`config.mk`:
```
export PLATFORM = sky130hd
export DESIGN_NAME = hilo_muldiv_controller
export DESIGN_NICKNAME = d
export VERILOG_FILES = /design/src/rtl/hilo_muldiv_controller.sv
export SDC_FILE = /design/constraint.sdc
export NUM_CORES = 2
export LEC_CHECK = 0
export ABC_CLOCK_PERIOD_IN_PS = 18200
export CAP_MARGIN = 20
export CORE_MARGIN = 2
export CORE_UTILIZATION = 30
export CTS_CLUSTER_SIZE = 16
export DETAILED_ROUTE_END_ITERATION = 7
export PLACE_DENSITY_LB_ADDON = 0.05
export SLEW_MARGIN = 10
export SYNTH_ARGS = -nofsm -noshare
export SYNTH_HDL_FRONTEND = slang
export SYNTH_SLANG_ARGS = --single-unit
```
`constraint.sdc`:
```
create_clock -name Clock -period 18.2 [get_ports Clock]
set_input_delay 3.64 -clock Clock [delete_from_list [all_inputs] [get_ports Clock]]
set_output_delay 3.64 -clock Clock [all_outputs]
set_load 0.01 [all_outputs]
```
`src/rtl/hilo_muldiv_controller.sv`:
```
// hilo_muldiv_controller: sequences every HI/LO write (multiply, restoring divide, MTHI/MTLO).
// Define HILO_MADD_EN to implement MADD/MADDU/MSUB/MSUBU; otherwise opcodes 7-10 act as NOP.
module hilo_muldiv_controller #(
   parameter int MUL_CYCLES = 2
) (
   input  logic        Clock,
   input  logic        Reset,
   input  logic        Start,
   input  logic [3:0]  Op,
   input  logic [31:0] A,
   input  logic [31:0] B,
   input  logic [63:0] HiLoReg,
   input  logic        ReadRequest,
   output logic        Busy,
   output logic        Stall,
   output logic        WriteEnable,
   output logic [63:0] WriteData,
   output logic        DivByZero
);
   localparam logic [3:0] OP_MULT = 4'd1, OP_MULTU = 4'd2, OP_DIV = 4'd3, OP_DIVU = 4'd4;
   localparam logic [3:0] OP_MTHI = 4'd5, OP_MTLO = 4'd6, OP_MADD = 4'd7, OP_MADDU = 4'd8;
   localparam logic [3:0] OP_MSUB = 4'd9, OP_MSUBU = 4'd10;
   typedef enum logic [2:0] {IDLE, MUL, DIV, FIX, WRITE} state_t;
   state_t      state_q, state_d;
   logic [3:0]  op_q, op_d;
   logic [31:0] a_q, a_d, b_q, b_d, rem_q, rem_d, quo_q, quo_d, dvs_q, dvs_d;
   logic [4:0]  cnt_q, cnt_d;
   logic        accept, in_div, in_mov, div_q, sdiv_q, msigned, ge;
   logic [32:0] shl;
   logic [31:0] sub;
   logic [63:0] ax, bx, prod, acc, wdata;
`ifdef HILO_MADD_EN
   assign accept = Start && state_q == IDLE && Op inside {[OP_MULT:OP_MSUBU]};
   assign acc = (op_q == OP_MADD || op_q == OP_MADDU) ? HiLoReg + prod
              : (op_q == OP_MSUB || op_q == OP_MSUBU) ? HiLoReg - prod : prod;
`else
   assign accept = Start && state_q == IDLE && Op inside {[OP_MULT:OP_MTLO]};
   assign acc = prod;
`endif
   assign in_div  = Op == OP_DIV || Op == OP_DIVU;
   assign in_mov  = Op == OP_MTHI || Op == OP_MTLO;
   assign div_q   = op_q == OP_DIV || op_q == OP_DIVU;
   assign sdiv_q  = op_q == OP_DIV;
   assign msigned = op_q == OP_MULT || op_q == OP_MADD || op_q == OP_MSUB;
   assign ax      = {{32{msigned & a_q[31]}}, a_q};
   assign bx      = {{32{msigned & b_q[31]}}, b_q};
   assign prod    = ax * bx;
   // One restoring step: the partial remainder always stays below the divisor, so 32 bits hold it
   assign shl     = {rem_q, quo_q[31]};
   assign ge      = shl >= {1'b0, dvs_q};
   assign sub     = shl[31:0] - dvs_q;
   assign wdata   = op_q == OP_MTHI ? {a_q, HiLoReg[31:0]}
                  : op_q == OP_MTLO ? {HiLoReg[63:32], a_q}
                  : div_q ? {rem_q, quo_q} : acc;
   assign Busy        = state_q != IDLE;
   assign Stall       = ReadRequest && Busy;
   assign WriteEnable = state_q == WRITE;
   assign WriteData   = WriteEnable ? wdata : 64'd0;
   assign DivByZero   = WriteEnable && div_q && b_q == 32'd0;
   always_comb begin
      state_d = state_q;
      op_d    = op_q;
      a_d     = a_q;
      b_d     = b_q;
      cnt_d   = cnt_q;
      rem_d   = rem_q;
      quo_d   = quo_q;
      dvs_d   = dvs_q;
      unique case (state_q)
         IDLE: if (accept) begin
            op_d    = Op;
            a_d     = A;
            b_d     = B;
            rem_d   = 32'd0;
            quo_d   = (Op == OP_DIV && A[31]) ? -A : A;
            dvs_d   = (Op == OP_DIV && B[31]) ? -B : B;
            cnt_d   = in_div ? 5'd31 : 5'(MUL_CYCLES - 2);
            state_d = in_mov ? WRITE : in_div ? DIV : MUL_CYCLES == 1 ? WRITE : MUL;
         end
         MUL: begin
            cnt_d   = cnt_q - 5'd1;
            state_d = cnt_q == 5'd0 ? WRITE : MUL;
         end
         DIV: begin
            rem_d   = ge ? sub : shl[31:0];
            quo_d   = {quo_q[30:0], ge};
            cnt_d   = cnt_q - 5'd1;
            state_d = cnt_q == 5'd0 ? FIX : DIV;
         end
         FIX: begin
            // Divide by zero still ran its iterations; the result is forced here
            rem_d   = b_q == 32'd0 ? a_q : (sdiv_q && a_q[31]) ? -rem_q : rem_q;
            quo_d   = b_q == 32'd0 ? 32'hFFFF_FFFF : (sdiv_q && (a_q[31] ^ b_q[31])) ? -quo_q : quo_q;
            state_d = WRITE;
         end
         WRITE: state_d = IDLE;
         default: state_d = IDLE;
      endcase
   end
   always_ff @(posedge Clock) begin
      if (Reset) begin
         state_q <= IDLE;
         op_q    <= 4'd0;
         a_q     <= 32'd0;
         b_q     <= 32'd0;
         cnt_q   <= 5'd0;
         rem_q   <= 32'd0;
         quo_q   <= 32'd0;
         dvs_q   <= 32'd0;
      end else begin
         state_q <= state_d;
         op_q    <= op_d;
         a_q     <= a_d;
         b_q     <= b_d;
         cnt_q   <= cnt_d;
         rem_q   <= rem_d;
         quo_q   <= quo_d;
         dvs_q   <= dvs_d;
      end
   end
endmodule

```
==> flow_summary.yaml <==
timing:
  drv_slew: 0
  setup_viol_count_final: 0
  fin_setup_tns_ps: 0
  finalCritPeriodShare_pct: 81.0
  skew_ps: 20.6
  hold_viol_final: 0
  rsz0062_at_grt: "no"
  timing.final.crit_period_ps: 14740
  tightest_slew_ps: 1130
  whs_ps: 454
  relSlewSlack_pct: 24.4
  fmax_ghz: 0.0679
pwr:
  peakVddDrop_mv: 0.0897
  finalPower_mw: 2.16
  leakagePower_nw: 23.9
  power_density_mw_per_mm2: 38.2
floorplanning:
  die_area_mm2: 0.176
  die_height_um: 420
  core_mm2: 0.172
  start_util_pct: 30.2
  num_io_pins: 204
  die_w_um: 420
  fp-row-count: 152
setup_path:
  critical_path_class: "register to output pin"
  required_ps: 14560
  crit_buf_inv: 9
  cp_slowest_stage_delay_ps: 860
  slowest_stage: "fa_1"
  critPathMaxFanout: 30
  crit_arrival_ps: 11100
  end_kind: "output pin"
  r2r-start: "b_q[0]"
  path_delay_family: "adder cells"
  critPathLaunch: "op_q[2]"
  worstSetupStartpointType: "register"
  cpMostUsedCell: "fa_1"
finish:
  stdcell_area_mm2: 0.0566
  layout_common_cells: "inv_1, nand2_1, fa_1"
  area.growth.synth_to_final_pct: 9.17
  final_common_cell: "inv_1"
  final_util_pct: 33.0
  layout-drive-gt1-share_pct: 3.77
  nNetsFinal: 7705
yosys:
  syn_area_mm2: 0.0519
  synth.avg_cell_area_um2: 8.22
  ys_warn_count: 0
  yosysUniqueCellTypes: 86
  synth_edf_count: 0
  synth_seq_cells: 171
  synth-main-ff-cell: "dfxtp_1"
  ys_seq_area_share_pct: 6.60
  synth_nets: 7820
  synth_cells: 6308
  async_reset_ff_share_pct: 0
routing:
  vias_per_cell: 4.99
  drt_iter0_drc: 2837
  wl_per_cell_um: 23.6
  drc: 0
  drtPass1Iterations: 6
  wirelength_mm: 201
  postRouteAntennaNets: 0
  dr_total_vias: 42500
clock_tree:
  cts_tree: "done"
  clk_pin_slew_ps: 80
  postCtsHoldBufs: 0
  post_cts_buffers: 0
  h-tree-depth: 4
  cts_buffers: 17
  cts-root-buf: "clkbuf_16"
  clockBufferDepth: 2
  cts.sinks: 171
  cts_resized: 0
  clock_latency_ps: 520
placed_design:
  port_buffers: 203
  placed_area_mm2: 0.0560
  routabilityCongestion: 0.881
  hpwl_mm: 157
status:
  status: "finished, final reports clean"
grt:
  grt_first_pass_wirelength_mm: 304
  antenna_found_initial: 23
  grt_pass1_vias: 45100
  grtUsageTotal_pct: 23.2
  grt_max_degree: 95
  grt-ovfl-total: 0
run:
  cap_viol_max_count: 0
worst_hold_path:
  min_from: "dvs_q[21]"
  hold_path_class: "register to register"
-- per-stage QoR --
| stage | setup WS (ps) | std cells |
|---|---|---|
| floorplan | 5860 | 6308 |
| finish | 3460 | 8521 |
| detailed placement | 3870 | 8484 |
| CTS | 3260 | 8516 |
| global route | 2850 | 8516 |
| global placement | 3950 | 8483 |
-- routing by layer --
layer | global-route usage [%] | share of wire (%) | vias up | wire length, um
met4 | 4.14 | 1.8 | 2 | 3640
met5 | 0 | 0.0040 | - | 8
met3 | 1.80 | 4.1 | 111 | 8150
met2 | 40.6 | 50 | 919 | 100000
met1 | 31.7 | 44 | 22400 | 88700
li1 | - | - | 19100 | -
-- where the power goes --
part,internal [mW],switching (mW),leakage (nW)
clock network,0.196,0.224,0.307
logic,0.423,0.823,22.2
registers,0.413,0.0850,1.42
-- cell usage after synthesis (69+ instances only) --
library cell / number / area share, %
nor2_1: 272 / 2.0
a21oi_1: 306 / 3.0
clkbuf_1: 409 / 3.0
xnor2_1: 123 / 2.1
ha_1: 250 / 6.0
nor3_1: 84 / 0.81
xor2_1: 78 / 1.3
dfxtp_1: 171 / 6.6
and2_1: 314 / 3.8
a211oi_1: 69 / 1.0
inv_1: 1199 / 8.7
fa_1: 1126 / 43
nand2_1: 1132 / 8.2
o21ai_0: 165 / 1.6
-- layout make-up --
class                      count  area, um^2
fill                       18400      115000
multi-input combinational   4497       42300
inverter                    1200        4500
sequential                   171        3480
tap                         2310        2890
timing repair buffer         306        2800
clock buffer                  18         450
clock inverter                14         188
antenna                        5        12.5
-- worst reg2reg max path: cells and delay by family, from the launching register on --
kind	cells	cell delay (ps)
adder cells (fa/ha/maj)	1	330
flip-flops	1	390
AND/OR/NAND/NOR	3	510
AO/OA/AOI/OAI	6	2250
buffers and inverters	3	1240
-- logic make-up after synthesis --
| logic type | synth area share (%) |
|---|---|
| compound gates | 10.7 |
| xor+xnor | 3.39 |
| fa+ha+maj | 49.5 |
| buf+inv | 11.9 |
| flops | 6.60 |
| mux | 0.239 |
| simple gates | 17.7 |
-- worst paths after layout --
path | end | slack [ps] | depth (start not counted)
worst max-delay path | WriteData[61] | 3460 | 32
worst min register to register | dvs_q[21] | 450 | 2
worst min-delay path | dvs_q[21] | 450 | 2
worst max register to register | rem_q[28] | 13350 | 13
-- state kept, by name, indices dropped and copies added (netlist names) --
signal   cells
dvs_q       31
op_q         4
b_q         32
quo_q       32
rem_q       32
a_q         32
cnt_q        5
state_q      3
(Power assumes the default switching activity.)
